===== src/rtl/ram_arbiter.sv =====
// ram_arbiter: shares one single-port 512x32 sync-read RAM between the fetch port
// (read-only) and the load/store port. Sub-word stores run as read-modify-write.
// Ports: clk/rst_n; fetch i_req/i_addr -> i_ack/i_err/i_rdata;
//        data d_req/d_we/d_size/d_addr/d_wdata -> d_ack/d_err/d_rdata;
//        RAM side ram_addr/ram_din/ram_we out, ram_dout in (valid one cycle after addr).
// Latency: misaligned 1 cycle, word store 2, load/fetch 3, byte/half store 4.
// Backpressure: a requester holds req high until its ack; the loser of a tie waits.
// Option: define ARB_FIXED_PRIO_EN for fixed data-over-fetch priority
//         (default build is round-robin on a last_grant bit).
module ram_arbiter #(
   parameter int ADDR_W = 9
) (
   input  logic              clk,
   input  logic              rst_n,
   input  logic              i_req,
   input  logic [31:0]       i_addr,
   output logic              i_ack,
   output logic              i_err,
   output logic [31:0]       i_rdata,
   input  logic              d_req,
   input  logic              d_we,
   input  logic [1:0]        d_size,
   input  logic [31:0]       d_addr,
   input  logic [31:0]       d_wdata,
   output logic              d_ack,
   output logic              d_err,
   output logic [31:0]       d_rdata,
   output logic [ADDR_W-1:0] ram_addr,
   output logic [31:0]       ram_din,
   output logic              ram_we,
   input  logic [31:0]       ram_dout
);

   typedef enum logic [2:0] {IDLE, ISSUE, WAIT, WRITE, DONE} state_t;

   state_t              state_q, state_d;
   logic                owner_q;       // 1 = data port owns the access
   logic                we_q;
   logic [1:0]          size_q;
   logic [1:0]          lane_q;
   logic [ADDR_W-1:0]   waddr_q;
   logic [31:0]         wdata_q;       // store data; overwritten by the merged word for RMW
   logic                err_q;
   logic [31:0]         i_rdata_q, d_rdata_q;

   logic                any_req;
   logic                pick_data;
   logic [31:0]         sel_addr;
   logic                sel_we;
   logic [1:0]          sel_size;
   logic                sel_mis;
   logic                word_store;

   // High address bits are deliberately ignored: the RAM address wraps.
   logic unused_addr_bits;
   assign unused_addr_bits = &{1'b0, i_addr[31:ADDR_W+2], d_addr[31:ADDR_W+2]};

   assign any_req = i_req | d_req;

`ifdef ARB_FIXED_PRIO_EN
   assign pick_data = d_req;
`else
   logic last_grant_q;                 // 1 = data was granted last

   // On a tie, the requester not granted last time wins.
   assign pick_data = d_req & (~i_req | ~last_grant_q);

   always_ff @(posedge clk or negedge rst_n) begin
      if (!rst_n)
         last_grant_q <= 1'b0;
      else if (state_q == IDLE && any_req)
         last_grant_q <= pick_data;
   end
`endif

   assign sel_addr = pick_data ? d_addr : i_addr;
   assign sel_we   = pick_data & d_we;
   assign sel_size = pick_data ? d_size : 2'b10;  // fetch is always a word access

   // size[1] set covers both word encodings (10 and 11).
   always_comb begin
      sel_mis = 1'b0;
      if (sel_size[1])
         sel_mis = (sel_addr[1:0] != 2'b00);
      else if (sel_size[0])
         sel_mis = sel_addr[0];
   end

   assign word_store = we_q & size_q[1];

   function automatic logic [31:0] merge(input logic [31:0] old_w,
                                         input logic [31:0] new_w,
                                         input logic [1:0]  size,
                                         input logic [1:0]  lane);
      logic [31:0] m;
      m = old_w;
      if (size[0])
         m[{lane[1], 4'b0000} +: 16] = new_w[15:0];
      else
         m[{lane, 3'b000} +: 8] = new_w[7:0];
      return m;
   endfunction

   always_comb begin
      state_d = state_q;
      case (state_q)
         IDLE:    if (any_req) state_d = sel_mis ? DONE : ISSUE;
         ISSUE:   state_d = word_store ? DONE : WAIT;
         WAIT:    state_d = we_q ? WRITE : DONE;
         WRITE:   state_d = DONE;
         DONE:    state_d = IDLE;
         default: state_d = IDLE;
      endcase
   end

   always_ff @(posedge clk or negedge rst_n) begin
      if (!rst_n) begin
         state_q   <= IDLE;
         owner_q   <= 1'b0;
         we_q      <= 1'b0;
         size_q    <= 2'b00;
         lane_q    <= 2'b00;
         waddr_q   <= '0;
         wdata_q   <= '0;
         err_q     <= 1'b0;
         i_rdata_q <= '0;
         d_rdata_q <= '0;
      end else begin
         state_q <= state_d;
         if (state_q == IDLE && any_req) begin
            owner_q <= pick_data;
            we_q    <= sel_we;
            size_q  <= sel_size;
            lane_q  <= sel_addr[1:0];
            waddr_q <= sel_addr[ADDR_W+1:2];
            wdata_q <= pick_data ? d_wdata : '0;
            err_q   <= sel_mis;
         end
         if (state_q == WAIT) begin
            if (we_q)
               wdata_q <= merge(ram_dout, wdata_q, size_q, lane_q);
            else if (owner_q)
               d_rdata_q <= ram_dout;
            else
               i_rdata_q <= ram_dout;
         end
      end
   end

   // RAM strobes decode straight from state so a reset kills a pending write at once.
   always_comb begin
      ram_we  = 1'b0;
      ram_din = '0;
      if ((state_q == ISSUE && word_store) || state_q == WRITE) begin
         ram_we  = 1'b1;
         ram_din = wdata_q;
      end
   end

   assign ram_addr = waddr_q;
   assign i_ack    = (state_q == DONE) & ~owner_q;
   assign d_ack    = (state_q == DONE) &  owner_q;
   assign i_err    = i_ack & err_q;
   assign d_err    = d_ack & err_q;
   assign i_rdata  = i_rdata_q;
   assign d_rdata  = d_rdata_q;

endmodule


===== config.mk =====
export PLATFORM = sky130hd
export DESIGN_NAME = ram_arbiter
export DESIGN_NICKNAME = d
export VERILOG_FILES = /design/src/rtl/ram_arbiter.sv
export SDC_FILE = /design/constraint.sdc
export NUM_CORES = 1
export LEC_CHECK = 0
export CORE_ASPECT_RATIO = 1.4
export CORE_MARGIN = 5
export CORE_UTILIZATION = 39
export DETAILED_ROUTE_END_ITERATION = 8
export GPL_TIMING_DRIVEN = 0
export PLACE_DENSITY = 0.74
export SLEW_MARGIN = 20
export SYNTH_ARGS = -nofsm -noshare
export SYNTH_HDL_FRONTEND = slang
export SYNTH_SLANG_ARGS = --single-unit

===== constraint.sdc =====
create_clock -name clk -period 2.75 [get_ports clk]
set_clock_uncertainty 0.15 [all_clocks]
set_input_delay 0.55 -clock clk [delete_from_list [all_inputs] [get_ports clk]]
set_output_delay 0.55 -clock clk [all_outputs]
set_load 0.1 [all_outputs]

Yosys cells after proc, flatten, opt, wreduce, memory -nomap -nowiden --
Index checks and enable logic that the tools add are counted. W data, S select, Z words.
Cells by class: add/sub/neg operators 2, equal/unequal tests 5, shift-type cells 4, mux-type cells 18, bitwise gates (word level) 12, reductions and logical operators 7
Operators by type and width (count):
- $mux W32 | 6
- $bwmux W32 | 2
- $shift A16 B7 Y32 const A | 1
- $shift A8 B7 Y32 const A | 1
- $shiftx A16 B7 Y32 | 1
- $shiftx A8 B7 Y32 | 1
- $neg A5 Y7 | 2
- $mux W3 | 4
- $pmux W3 S4 | 1
- $mux W11 | 1
- $and A1 B1 Y1 | 7
- $eq A3 B2 Y1 const B | 2
- $reduce_and A3 Y1 | 2
- $eq A3 B1 Y1 const B | 1
- $eq A3 B3 Y1 const B | 1
- $logic_not A3 Y1 | 1
- $mux W1 | 3
- $not A1 Y1 | 3
- $logic_and A1 B1 Y1 | 2
- $mux W2 | 1
- $ne A2 B2 Y1 const B | 1
- $or A1 B1 Y1 | 2
- $reduce_bool A2 Y1 | 1
- $logic_or A1 B1 Y1 | 1
Word-level totals: register bits after elaboration 115, bits of input ports 135, output and inout port bits 110, logic and storage cells 58

Logic depth before layout (Yosys ltp) --
depth after elaboration 9, gate-level depth with buffers 9, gate-level depth less buffers 6

Worst setup path before layout --
Ideal clock, no wire load.
path type reg-to-output, start point register state_q[1], end point output port i_err, data arrival time 2898 ps, required time 2050 ps, setup slack -848 ps, stages on the path, launching flop included 5, path buffers 0, path through dfrtp_1 -> nor2_1 -> nand2_1 -> nor2_1 -> and2_1
On the way: longest elaborated chain between the ends 3
RTL lines:
- start: declaration | RTL line 36 | state_t state_q, state_d;
- start signal: assignment | RTL line 129 | state_q <= state_d;
- $eq A3 B3 Y1 | RTL line 161 | assign i_ack = (state_q == DONE) & ~owner_q;
- $and A1 B1 Y1 | RTL line 161
- net i_ack | RTL line 17 | output logic i_ack,
- $and A1 B1 Y1 | RTL line 163 | assign i_err = i_ack & err_q;
- end: declaration | RTL line 18 | output logic i_err,
The timed path passes the listed nets, and every way through them passes these cells.

Worst setup path in the final report --
start point register we_q, end point output port ram_din[12]
On the way: longest elaborated chain between the ends 4
RTL lines:
- start: declaration | RTL line 38 | logic we_q;
- start signal: assignment | RTL line 132 | we_q <= sel_we;
- $and A1 B1 Y1 | RTL line 89 | assign word_store = we_q & size_q[1];
- $logic_and A1 B1 Y1 | RTL line 154 | if ((state_q == ISSUE && word_store) || state_q == WRITE) begin
- $logic_or A1 B1 Y1 | RTL line 154
- $mux W32 | RTL line 154
- end: declaration | RTL line 29 | output logic [31:0] ram_din,
No other way between the ends.

==> out/metrics.yaml <==
status: "finished clean"
fp.dieH_um: 155
synth_edf_count: 0
synth_ff_type: "dfrtp_1"
period_needed_ns: 2.68
drc_errors: 0
dieArea_um2: 17600
synth_cells: 524
ant_nets: 0
path_max_fanout: 10
grt_pass1_vias: 5287
cts_tree: "yes"
grt.total_usage_pct: 21.6
post-route-util_pct: 60.0
critPathTopFamily: "buffers and inverters"
synth_warnings: 0
drt-total-wl_um: 19200
area_growth_pct: 52.8
synth.distinct_cells: 43
grt_overflow_total: 0
drt_iter0_drc: 311
fin_crit_sh_pct: 97.4
relSlewSlack_pct: 33.1
ys_ff_latch: 115
cp.required_ns: 2.05
ys_seq_area_share_pct: 49.1
die_x_um: 114
gp_congestion: 0.890
cts_sinks: 115
cpMostUsedCell: "buf_4"
netlist_area_um2: 5860
syn_avg_cell_area_um2: 11.2
vias_per_cell: 5.33
cp.buffers_inverters: 3
cp-end-kind: "output port"
fin_ws_ns: 0.0712
io_buffer_count: 202
fin_nets: 888
grt_pass1_wl_um: 29400
cts_max_level: 4
antenna_found_initial: 0
startpoint_type: "flop"
finalMaxSlewViolations: 0
crit_type: "flop to output port"
worstPathArrival_ns: 1.98
ys_async_sr_fraction_pct: 100
antennaDiodeCount: 0
hold_ws_ns: 0.326
worst_pin_slew_ns: 1.00
crit_path_top_delay_cell: "dfrtp_2"
dp_hpwl_um: 14500
hold_path_class: "flop to flop"
rrSetupSlack_ns: 0.17
setup_viol: 0
slowest_delay_ns: 0.42
max_freq_mhz: 373
syn_nets: 664
cts-buffers-inserted: 17
grt_max_degree: 61
vias: 5077
rsz0062_at_grt: "yes"
root_buffer: "clkbuf_16"
core_area_um2: 14900
path_cells: "a21oi_2, nor3b_4, buf_4, clkbuf_8, and2_1, buf_4"
worstSkewPairLatency_ns: 0.41
drt-wirelength-per-cell_um: 20.1
cts_max_path_buffers: 2
hold_viol: 0
pre_cts_ws_ns: -1.06
ios: 245
max_cap_viol_count: 0
layout-drive-gt1-share_pct: 22.7
mostFrequentLayoutCells: "clkdlybuf4s50_1, dfrtp_1, nand2_1"
drtPass1Iterations: 5
floorplan.initialDensity_pct: 39.3
clk_pin_slew_ns: 0.05
rows: 53
fill_cells: 1183
mostFrequentLayoutCell: "clkdlybuf4s50_1"
cell usage after synthesis, types with 14 or more instances:
library cell    n  area, µm²
nand2_1        57        214
mux2_2         37        417
a221oi_1       23        201
mux2i_1        44        440
o21ai_0        24        120
mux2_4         20        300
and3_1         14       87.6
and2_1         52        325
buf_2          14       70.1
dfrtp_1       115       2880
clkbuf_1       18       67.6
o22ai_1        22        138
logic make-up (layout without fill, tap and decap cells):
| group | Yosys count | count (layout) | synth area share, % |
|---|---|---|---|
| AND/OR/NAND/NOR | 154 | 154 | 14.2 |
| flip-flops | 115 | 115 | 49.1 |
| multiplexers | 103 | 103 | 20.1 |
| AO/OA/AOI/OAI | 100 | 100 | 11.6 |
| buffers and inverters | 47 | 284 | 3.82 |
| adder cells (fa/ha/maj) | 5 | 5 | 1.07 |
tightest hold or removal path, stage by stage, from the launching register on:
cell and delay [ns]:
dfrtp_1 0.33, nand2_1 0.04, o21ai_0 0.06
sequential cells by signal, summed over array words and instances (netlist names):
signal / count
size_q: 2
err_q: 1
ram_addr: 9
state_q: 3
lane_q: 2
we_q: 1
wdata_q: 32
owner_q: 1
d_rdata: 32
i_rdata: 32
cell type report:
type	count	area (µm²)	share of cell area, %
clock inverter	10	203	2.26
tap	192	240	2.68
multi-input combinational	362	2840	31.7
buffer	35	199	2.22
inverter	11	41.3	0.461
timing repair buffer	206	2080	23.3
clock buffer	22	464	5.19
sequential	115	2880	32.2
final timing paths:
check | to | depth (start not counted) | from
min in group asynchronous | d_rdata[4]$_DFFE_PN0P_ | 2 | rst_n
min reg2reg | ram_addr[7]$_DFFE_PN0N_ | 2 | ram_addr[7]$_DFFE_PN0N_
min | ram_addr[7]$_DFFE_PN0N_ | 2 | ram_addr[7]$_DFFE_PN0N_
max reg2reg | wdata_q[6]$_DFFE_PN0P_ | 8 | lane_q[1]$_DFFE_PN0N_
max in group asynchronous | wdata_q[25]$_DFF_PN0_ | 3 | rst_n
max | ram_din[12] | 6 | we_q$_DFFE_PN0N_
per-layer routing:
layer	routed length, µm	global-route usage (%)	vias up
li1	-	-	2346
met1	7190	24.9	2476
met2	9920	37.3	212
met3	1340	6.07	43
met4	721	9.16	0
met5	0	0	-
repair_timing:
item                                    in CTS  in global routing
pin swaps                                    1                  1
buffers inserted                             2                  0
resized for setup                          225                 33
endpoints found under the setup margin      61                 56
endpoints found under the hold margin       55                  0
hold buffers                                 1                  0
per-stage QoR:
step                std cells  TNS (ns)  cell area [µm²]
floorplan                 524    -0.105             5880
global placement          918   -415.12             8140
detailed placement        919    -34.46             8170
CTS                       954     -1.41             8820
global route              953   -0.0137             8950
finish                    953         0             8950
Power is not shown: default switching activity piles up to over one toggle a cycle in this logic, so the estimate is an artifact.
